[config.mk]
export PLATFORM = sky130hd
export DESIGN_NAME = instr_sequencer_flat
export DESIGN_NICKNAME = d
export VERILOG_FILES = /design/src/rtl/instr_sequencer_pkg.sv /design/src/rtl/instr_sequencer_if.sv /design/src/rtl/instr_sequencer_prog_mem.sv /design/src/rtl/instr_sequencer.sv /design/src/flat_wrapper.sv
export SDC_FILE = /design/constraint.sdc
export NUM_CORES = 1
export LEC_CHECK = 0
export ABC_AREA = 1
export CAP_MARGIN = 20
export CORE_MARGIN = 2
export CORE_UTILIZATION = 59
export CTS_BUF_LIST = sky130_fd_sc_hd__clkbuf_4 sky130_fd_sc_hd__clkbuf_8 sky130_fd_sc_hd__clkbuf_16
export DETAILED_ROUTE_END_ITERATION = 8
export PLACE_DENSITY_LB_ADDON = 0.15
export SLEW_MARGIN = 10
export SYNTH_ARGS = -nofsm -noshare
export SYNTH_HDL_FRONTEND = slang
export SYNTH_SLANG_ARGS = --single-unit
[constraint.sdc]
create_clock -name clk -period 2.8 [get_ports clk]
set_clock_uncertainty 0.05 [all_clocks]
set_input_delay 0.56 -clock clk [delete_from_list [all_inputs] [get_ports clk]]
set_output_delay 0.56 -clock clk [all_outputs]
set_load 0.05 [all_outputs]
[src/rtl/instr_sequencer_pkg.sv]
// Shared CPU definitions: instruction opcodes, sequencer state encoding and the
// default no-op word issued whenever the sequencer has nothing to send.
package instr_sequencer_pkg;

    typedef enum logic [1:0] {
        OP_ALU = 2'd0,
        OP_LD  = 2'd1,
        OP_ST  = 2'd2,
        OP_BR  = 2'd3
    } opcode_e;

    typedef struct packed {
        opcode_e    opcode;
        logic [1:0] reg0_addr;
        logic [1:0] reg1_addr;
        logic [1:0] imm;
    } instr_t;

    typedef enum logic [1:0] {
        ST_IDLE = 2'd0,
        ST_RUN  = 2'd1,
        ST_DONE = 2'd2
    } seq_state_e;

    localparam logic [7:0] NOP_INSTR_DEFAULT = 8'h00;
    localparam int         PROG_LEN_W        = 5;

endpackage

[src/rtl/instr_sequencer_if.sv]
// Host/core side signals of the instruction sequencer; master = host and core,
// slave = sequencer.
interface instr_sequencer_if;

    logic       load_valid;
    logic [7:0] load_data;
    logic       load_ready;
    logic       clear;
    logic       start;
    logic       halt;
    logic       redirect;
    logic [7:0] redirect_addr;
    logic [7:0] instr_out;
    logic       instr_valid;
    logic       busy;
    logic       done;
    logic [instr_sequencer_pkg::PROG_LEN_W-1:0] prog_len;

    modport master (
        output load_valid, load_data, clear, start, halt, redirect, redirect_addr,
        input  load_ready, instr_out, instr_valid, busy, done, prog_len
    );

    modport slave (
        input  load_valid, load_data, clear, start, halt, redirect, redirect_addr,
        output load_ready, instr_out, instr_valid, busy, done, prog_len
    );

endinterface

[src/rtl/instr_sequencer_prog_mem.sv]
// Program buffer: DEPTH x 8 register file, synchronous write, combinational read.
// Storage is deliberately not reset; prog_len gates what is reachable.
module instr_sequencer_prog_mem #(
    parameter int DEPTH = 16,
    parameter int AW    = $clog2(DEPTH)
) (
    input  logic          clk,
    input  logic          we,
    input  logic [AW-1:0] waddr,
    input  logic [7:0]    wdata,
    input  logic [AW-1:0] raddr,
    output logic [7:0]    rdata
);

    logic [7:0] mem [DEPTH];

    always_ff @(posedge clk) begin
        if (we) begin
            mem[waddr] <= wdata;
        end
    end

    assign rdata = mem[raddr];

endmodule

[src/rtl/instr_sequencer.sv]
// Buffers a host-loaded program and streams it to the core, one word per cycle,
// first word one cycle after start; loads are refused while running or full.
module instr_sequencer
    import instr_sequencer_pkg::*;
#(
    parameter int         DEPTH     = 16,
    parameter logic [7:0] NOP_INSTR = NOP_INSTR_DEFAULT
) (
    input  logic               clk,
    input  logic               rst_n,
    instr_sequencer_if.slave   bus
);

    localparam int AW = $clog2(DEPTH);
    localparam int LW = PROG_LEN_W;

    seq_state_e    state_q, state_d;
    logic [LW-1:0] prog_len_q, prog_len_d;
    logic [AW-1:0] fetch_ptr_q, fetch_ptr_d;
    logic          last_q, last_d;
    logic [7:0]    instr_q, instr_d;
    logic          valid_q, valid_d;

    logic          load_rdy;
    logic          wr_en;
    logic [AW-1:0] rd_addr;
    logic [7:0]    rd_data;
    logic [AW-1:0] redir_tgt;
    logic          unused_redirect_hi;

    assign load_rdy           = (state_q != ST_RUN) && (prog_len_q < LW'(DEPTH));
    assign redir_tgt          = bus.redirect_addr[AW-1:0];
    assign unused_redirect_hi = ^bus.redirect_addr[7:AW];

    instr_sequencer_prog_mem #(.DEPTH(DEPTH), .AW(AW)) u_prog_mem (
        .clk   (clk),
        .we    (wr_en & rst_n),
        .waddr (prog_len_q[AW-1:0]),
        .wdata (bus.load_data),
        .raddr (rd_addr),
        .rdata (rd_data)
    );

    always_ff @(posedge clk) begin
        if (!rst_n) begin
            state_q     <= ST_IDLE;
            prog_len_q  <= '0;
            fetch_ptr_q <= '0;
            last_q      <= 1'b0;
            instr_q     <= NOP_INSTR;
            valid_q     <= 1'b0;
        end else begin
            state_q     <= state_d;
            prog_len_q  <= prog_len_d;
            fetch_ptr_q <= fetch_ptr_d;
            last_q      <= last_d;
            instr_q     <= instr_d;
            valid_q     <= valid_d;
        end
    end

    // last_q marks that entry prog_len-1 was the word just issued; needed because
    // fetch_ptr wraps to 0 when the buffer is completely full.
    always_comb begin
        state_d     = state_q;
        prog_len_d  = prog_len_q;
        fetch_ptr_d = fetch_ptr_q;
        last_d      = last_q;
        instr_d     = NOP_INSTR;
        valid_d     = 1'b0;
        wr_en       = 1'b0;
        rd_addr     = (state_q == ST_RUN) ? fetch_ptr_q : '0;

        case (state_q)
            ST_IDLE, ST_DONE: begin
                if (bus.clear) begin
                    prog_len_d = '0;
                    state_d    = ST_IDLE;
                end else begin
                    if (bus.load_valid && load_rdy) begin
                        wr_en      = 1'b1;
                        prog_len_d = prog_len_q + LW'(1);
                    end
                    if (bus.start && (prog_len_q != '0)) begin
                        state_d     = ST_RUN;
                        instr_d     = rd_data;
                        valid_d     = 1'b1;
                        fetch_ptr_d = AW'(1);
                        last_d      = (prog_len_d == LW'(1));
                    end
                end
            end
            ST_RUN: begin
                if (bus.halt) begin
                    state_d = ST_IDLE;
                end else if (bus.redirect) begin
                    fetch_ptr_d = redir_tgt;
                    last_d      = 1'b0;
                    if (LW'(redir_tgt) >= prog_len_q) begin
                        state_d = ST_DONE;
                    end
                end else if (last_q) begin
                    state_d = ST_DONE;
                end else begin
                    instr_d     = rd_data;
                    valid_d     = 1'b1;
                    fetch_ptr_d = fetch_ptr_q + AW'(1);
                    last_d      = (LW'(fetch_ptr_q) == prog_len_q - LW'(1));
                end
            end
            default: state_d = ST_IDLE;
        endcase
    end

    assign bus.load_ready  = load_rdy;
    assign bus.instr_out   = instr_q;
    assign bus.instr_valid = valid_q;
    assign bus.busy        = (state_q == ST_RUN);
    assign bus.done        = (state_q == ST_DONE);
    assign bus.prog_len    = prog_len_q;

endmodule

[src/flat_wrapper.sv]
// flat-port wrapper written by rule: the top's interface ports become plain ports
module instr_sequencer_flat import instr_sequencer_pkg::*;
#(
    parameter int         DEPTH     = 16,
    parameter logic [7:0] NOP_INSTR = NOP_INSTR_DEFAULT
)
  (clk, rst_n, bus_load_valid, bus_load_data, bus_clear, bus_start, bus_halt, bus_redirect, bus_redirect_addr, bus_load_ready, bus_instr_out, bus_instr_valid, bus_busy, bus_done, bus_prog_len);
  instr_sequencer_if bus_i ();
  input  logic clk;
  input  logic rst_n;
  input wire logic [$bits(bus_i.load_valid)-1:0] bus_load_valid;
  input wire logic [$bits(bus_i.load_data)-1:0] bus_load_data;
  input wire logic [$bits(bus_i.clear)-1:0] bus_clear;
  input wire logic [$bits(bus_i.start)-1:0] bus_start;
  input wire logic [$bits(bus_i.halt)-1:0] bus_halt;
  input wire logic [$bits(bus_i.redirect)-1:0] bus_redirect;
  input wire logic [$bits(bus_i.redirect_addr)-1:0] bus_redirect_addr;
  output wire logic [$bits(bus_i.load_ready)-1:0] bus_load_ready;
  output wire logic [$bits(bus_i.instr_out)-1:0] bus_instr_out;
  output wire logic [$bits(bus_i.instr_valid)-1:0] bus_instr_valid;
  output wire logic [$bits(bus_i.busy)-1:0] bus_busy;
  output wire logic [$bits(bus_i.done)-1:0] bus_done;
  output wire logic [$bits(bus_i.prog_len)-1:0] bus_prog_len;
  assign bus_i.load_valid = bus_load_valid;
  assign bus_i.load_data = bus_load_data;
  assign bus_i.clear = bus_clear;
  assign bus_i.start = bus_start;
  assign bus_i.halt = bus_halt;
  assign bus_i.redirect = bus_redirect;
  assign bus_i.redirect_addr = bus_redirect_addr;
  assign bus_load_ready = bus_i.load_ready;
  assign bus_instr_out = bus_i.instr_out;
  assign bus_instr_valid = bus_i.instr_valid;
  assign bus_busy = bus_i.busy;
  assign bus_done = bus_i.done;
  assign bus_prog_len = bus_i.prog_len;
  instr_sequencer #(.DEPTH(DEPTH), .NOP_INSTR(NOP_INSTR)) u_core (.clk(clk), .rst_n(rst_n), .bus(bus_i));
endmodule
==> out/qor.txt <==
Crit-path slowest cell -> clkdlybuf4s50_1
post-DP HPWL -> 9980 um
Crit Path Category -> reg -> out
DR pass1 iterations -> 5
TritonCTS clock tree -> done
global-route track usage on met3 -> 0.0664
cell family with most CP delay -> buffers and inverters
I/O pins -> 40
WP buf/inv -> 2
met1 usage -> 0.376
Req. time, crit path -> 2190 ps
cells taking the most area after synthesis -> edfxtp_1 (58%), nand2_1 (12%), nand3_1 (7.8%)
CP peak stage delay -> 820 ps
Total GRT Usage -> 0.271
Post-Syn Instances -> 662
Relative slew margins -> 0.557
via count -> 4,887
status -> finished, final reports clean
crit-path cells -> inv_2 -> nor2_4 -> clkdlybuf4s50_1
Worst-Skew Late Latency -> 530 ps
RSZ-0062 raised after global routing -> no
Max Cap Viol -> 0
flops & latches, synth -> 149
# setup viols final -> 0
Worst setup SP type -> flop
# port buffers -> 35
final hold vios -> 0
Avg WL per Cell -> 17.2 um
Critical Path AT -> 2120 ps
core footprint -> 10,900 sq um
final max-slew violation count -> 0
WP depth -> 3
DRC -> 0
FF-to-FF path depth -> 11
leading area contributor after synthesis -> edfxtp_1
Final ANT Viol Nets -> 0
sequential share of the synthesized area -> 0.646
Max clock buf depth -> 2
setup_tns -> 0 ps
VDD IR max -> 355 uV
met2 GRT Util -> 0.419
Yosys top cell area share -> 0.582
fraction of layout cells with a size suffix above 1 -> 0.115
chip height -> 110 um
actual slew at the worst max-slew pin -> 662 ps
Post CTS Setup Buffer Count -> 0
P_leak -> 3.15 nW
Die W -> 110 um
total global routing overflow -> 0
Synth Cell Area -> 6600 sq um
nature of the critical path endpoint -> output pin
busiest grt layer -> met2
RD Place Congestion -> 0.892
Synth Flop Type -> edfxtp_1
synth warn -> 0
sink count of the clock tree -> 149
CP max FO -> 8
Cell Pwr Density -> 649 nW/um^2
first-pass GRT wire length -> 23,700 um
initial antenna violation count -> 0
root buffer cell -> clkbuf_8
clk slew on worst S/H paths -> 60 ps
cts hold-fix bufs -> 0
Tcrit/Tclk final -> 0.974
syn_area_per_cell -> 9.97 sq um
worst hold path type -> reg -> reg
Synth async-reset ratio -> 0
Period minus WS final -> 2730 ps
cts bufs inserted -> 17
vias in the first global route -> 4,575
Post-synth EDFFs -> 128
Post-Route WL -> 15,000 um
Filler cells -> 797
H-tree levels -> 4
DIE AREA -> 12,000 sq um
Pwr Total -> 5.11 mW
Initial Util -> 0.606
count of cell types in the netlist -> 30
ANT cells -> 0
largest net degree at the start of global routing -> 41
# nets final -> 756
worst hold path depth -> 2
vias per cell -> 5.58
P&R area growth vs syn -> 19.2%
post-synthesis net count -> 695
post_cts resized -> 0
Std-Cell Rows -> 38
first-iteration detailed-routing DRC count -> 550
Fmax -> 367 MHz
## worst register-to-register path, stage by stage, from the launching register on
cell     delay [ps]
dfxtp_1         540
inv_2           100
nor2_4          130
buf_4           210
nand2_2         260
buf_4           300
nand2_1          70
nand3_1          80
nand3_1         110
nand2_1          80
nor2_1          190
nor2_1           80
## area by class of cell
type	instances	area, sq um	area share
clock inverters	12	179	0.0227
well taps	140	175	0.0223
flip-flops and latches	149	4260	0.542
repair buffers	69	618	0.0785
inverters	42	158	0.0200
clock buffers	20	437	0.0555
multi-input cells	444	2040	0.259
## per-stage QoR
step / instance area, sq um / worst slack (ps) / utilization / hold WS [ps] / instances
after floorplan: 6600 / 609 / - / 446 / 662
after global placement: 7250 / 442 / 0.666 / 481 / 844
after detailed placement: 7250 / 379 / 0.666 / 498 / 844
after CTS: 7870 / 62.0 / 0.723 / 507 / 876
after global routing: 7870 / 7.56 / 0.723 / 527 / 876
final: 7870 / 71.9 / 0.723 / 510 / 876
## worst paths after layout
path,start,end,slack (ps)
worst max-delay path,u_core.state_q[0],bus_busy,70
worst min-delay path,u_core.state_q[1],u_core.state_q[1],510
worst max register to register,u_core.state_q[0],u_core.bus.instr_out[1],480
worst min register to register,u_core.state_q[1],u_core.state_q[1],510
## per-layer routing
| layer | wire (um) | share of wire |
|---|---|---|
| met3 | 1190 | 0.079 |
| met1 | 6480 | 0.43 |
| met2 | 7030 | 0.47 |
| met4 | 346 | 0.023 |
| met5 | 0 | 0 |
## power breakdown
group	leakage (nW)	internal [mW]	switching, mW	total, mW
Sequential	1.32	2.42	0.0146	2.44
Clock	0.301	1.48	0.871	2.35
Combinational	1.53	0.107	0.211	0.318
## cell families (layout without fill, tap and decap cells)
| kind of cell | Yosys count | count (layout) | synth area share |
|---|---|---|---|
| AOI/OAI and AO/OA | 34 | 34 | 0.0288 |
| xor gates and xnor gates | 3 | 3 | 0.00398 |
| adders and majority gates | 10 | 10 | 0.0190 |
| buffers and inverters | 69 | 143 | 0.0449 |
| DFF | 149 | 149 | 0.646 |
| and+or+nand+nor | 397 | 397 | 0.257 |
## placed cells by master (no fill, tap or decap), types with 3 or more instances in the layout
master / Yosys / layout
nand2_1: 206 / 206
edfxtp_1: 128 / 128
nand3_1: 103 / 103
nor2_1: 66 / 66
clkdlybuf4s50_1: 0 / 35
inv_1: 34 / 34
buf_4: 3 / 33
a21oi_1: 22 / 22
dfxtp_1: 21 / 21
clkbuf_16: 0 / 16
ha_1: 10 / 10
o21ai_0: 7 / 7
inv_2: 6 / 6
nand4_1: 6 / 6
nor3_1: 4 / 4
nor2_4: 4 / 4
bufinv_16: 0 / 4
nor2_2: 3 / 3
nand2_2: 3 / 3
clkinv_2: 0 / 3
clkbuf_4: 0 / 3
## synth_stat cells (2+ instances only)
master      n
nor2_4      4
nand4_1     6
o21ai_0     7
a21oi_1    22
nor2_1     66
edfxtp_1  128
nor2_2      3
inv_1      34
nand2_2     3
ha_1       10
nor3_1      4
clkbuf_1    7
dfxtp_1    21
nand2_1   206
inv_2       6
xnor2_1     2
buf_4       3
buf_2      15
clkinv_1    2
nand3_1   103
## registers in the layout, summed over array words and instances, names as in the netlist
register and flops:
u_core.bus.instr_out 8, u_core.bus.instr_valid 1, u_core.bus.prog_len 5, u_core.fetch_ptr_q 4, u_core.last_q 1, u_core.state_q 2, u_core.u_prog_mem.mem 128
No activity file was read; power rests on OpenSTA's default activity.
==> variant: new RTL, config.mk and constraints unchanged <==
Make the reset (`rst_n`) asynchronous in one clocked block.
--- a/src/rtl/instr_sequencer.sv
+++ b/src/rtl/instr_sequencer.sv
@@ -41,7 +41,7 @@
         .rdata (rd_data)
     );
 
-    always_ff @(posedge clk) begin
+    always_ff @(posedge clk or negedge rst_n) begin
         if (!rst_n) begin
             state_q     <= ST_IDLE;
             prog_len_q  <= '0;
Function: differs if rst_n is asserted again (counterexample within 4 cycles, from zero or initial values and one cycle with rst_n low); with rst_n held inactive, the same outputs for 4 cycles.
==> variant against the unedited design <==
Via count fell by 0.16%; synthesized cell count decreased by 2.4%; sequential share of layout area up 1.8 points; setup slack better by 100 ps; sequential cell count unchanged; area after synthesis increased by 0.70%; design area decreased by 0.76%; wire length up 4.9%; largest cell class unchanged.
Power is not compared: it rests on default switching activity, and its combinational part moved more than twofold at a synthesized area within 25%.
==> variant: results (changes against the unedited design) <==
Least-Margin Pin Slew -> 750 ps (+87.8 ps)
Post-synth ARST share -> 14.1% (+14 points)
CTS max path bufs -> 2 (unchanged)
Commonest cells in the netlist -> nand2_1, edfxtp_1, nand3_1
Mapped Nets -> 679 (-2.3%)
Hold Crit Class -> input port to async pin
Non-clk bufs -> 57 (-17%)
Synthesis Warnings -> 0 (unchanged)
# clock sinks -> 149 (unchanged)
Largest family of logic cells by synthesized area -> simple AND/OR/NAND/NOR gates
CTS root buffer -> clkbuf_16
Inserted Clock Buffers -> 17 (unchanged)
Sequential element share of the synthesized area -> 65.7% (+1.1 points)
Top FF cell, synth -> edfxtp_1
Fraction of synthesized area in multiplexers -> 0.151% (+0.15 points)
Vias in the first global route -> 4765 (+4.2%)
CP max FO -> 15 (+7)
Area contributors post-synth -> edfxtp_1, nand2_1, dfrtp_1, nand3_1, nor2_1
Crit path to -> bus_busy
Synth cell types -> 30 (unchanged)
Final #Nets -> 731 (-3.3%)
Post-Synth Adder-Cell Area -> 1.88% (-0.013 points)
Multi-input logic area -> 2010 sq um (-1.4%)
Leakage power -> 3.24 nW
Total track usage -> 28.0% (+0.89 points)
Dpl cell area -> 7210 sq um (-0.57%)
Largest net degree at the start of global routing -> 56 (+37%)
Slowest Stage Delay on Critical Path -> 860 ps (+40 ps)
Area Growth Syn to Fin -> 17.5%
Reg-to-Reg Start -> u_core.state_q[1]$_DFFE_PN0P_
Crit path DAT -> 2010 ps (-110 ps)
Total routed wirelength -> 15.8 mm (+4.9%)
R2R depth -> 9 (-2)
Inverters -> 38 (-9.5%)
1st-iter DRT viols -> 608 (+11%)
Final clock-cell share -> 7.64% (-0.18 points)
Global-route wire length before repair -> 24.7 mm (+4.1%)
Outcome -> finished, final reports clean
First-pass DRT Iterations -> 6 (+1)
Worst R2R Setup Slack -> 570 ps (+90 ps)
Fill count -> 769 (-3.5%)
Post-synthesis compound-gate area fraction -> 2.84% (-0.039 points)
Post-DP HPWL -> 10.1 mm (+1.5%)
Clock buffers -> 24 (+20%)
Register area -> 4370 sq um (+2.5%)
Resize count post-CTS -> 0 (unchanged)
Worst skew pair latency -> 410 ps (-120 ps)
Gpl congestion -> 0.952 (+6.8%)
Post-Synth XOR/XNOR Area -> 0.264% (-0.13 points)
R2r endpoint -> u_core.bus.instr_out[5]$_DFF_PN0_
Multi-input logic cell count -> 435 (-2.0%)
Via density -> 5.73 (+2.8%)
IO Port Bufs -> 35 (unchanged)
Non-clk buf share -> 6.60% (-1.3 points)
Share of layout cells above drive strength 1 -> 9.85% (-1.7 points)
-- variant: metrics by stage --
| step | setup slack, ps | power (mW) | hold slack (ps) | cells |
|---|---|---|---|---|
| 6_report | 177 | 6.53 | 532 | 851 |
| 5_1_grt | 107 | 6.85 | 560 | 851 |
| 4_1_cts | 161 | 6.54 | 532 | 851 |
| 3_5_place_dp | 333 | 4.34 | 560 | 819 |
| 3_3_place_gp | 377 | 4.28 | 549 | 819 |
| 2_1_floorplan | 645 | 3.84 | 214 | 646 |
-- variant: power breakdown --
part,leakage (nW),internal (mW),switching (mW)
registers,1.43,2.52,0.107
logic,1.52,0.512,1.17
clock network,0.293,1.35,0.877
-- variant: metal layers --
metal	GRT usage (%)	routed length (um)
met1	37.9	6440
met2	44.0	7380
met3	7.05	1560
met4	10.9	383
met5	0	0
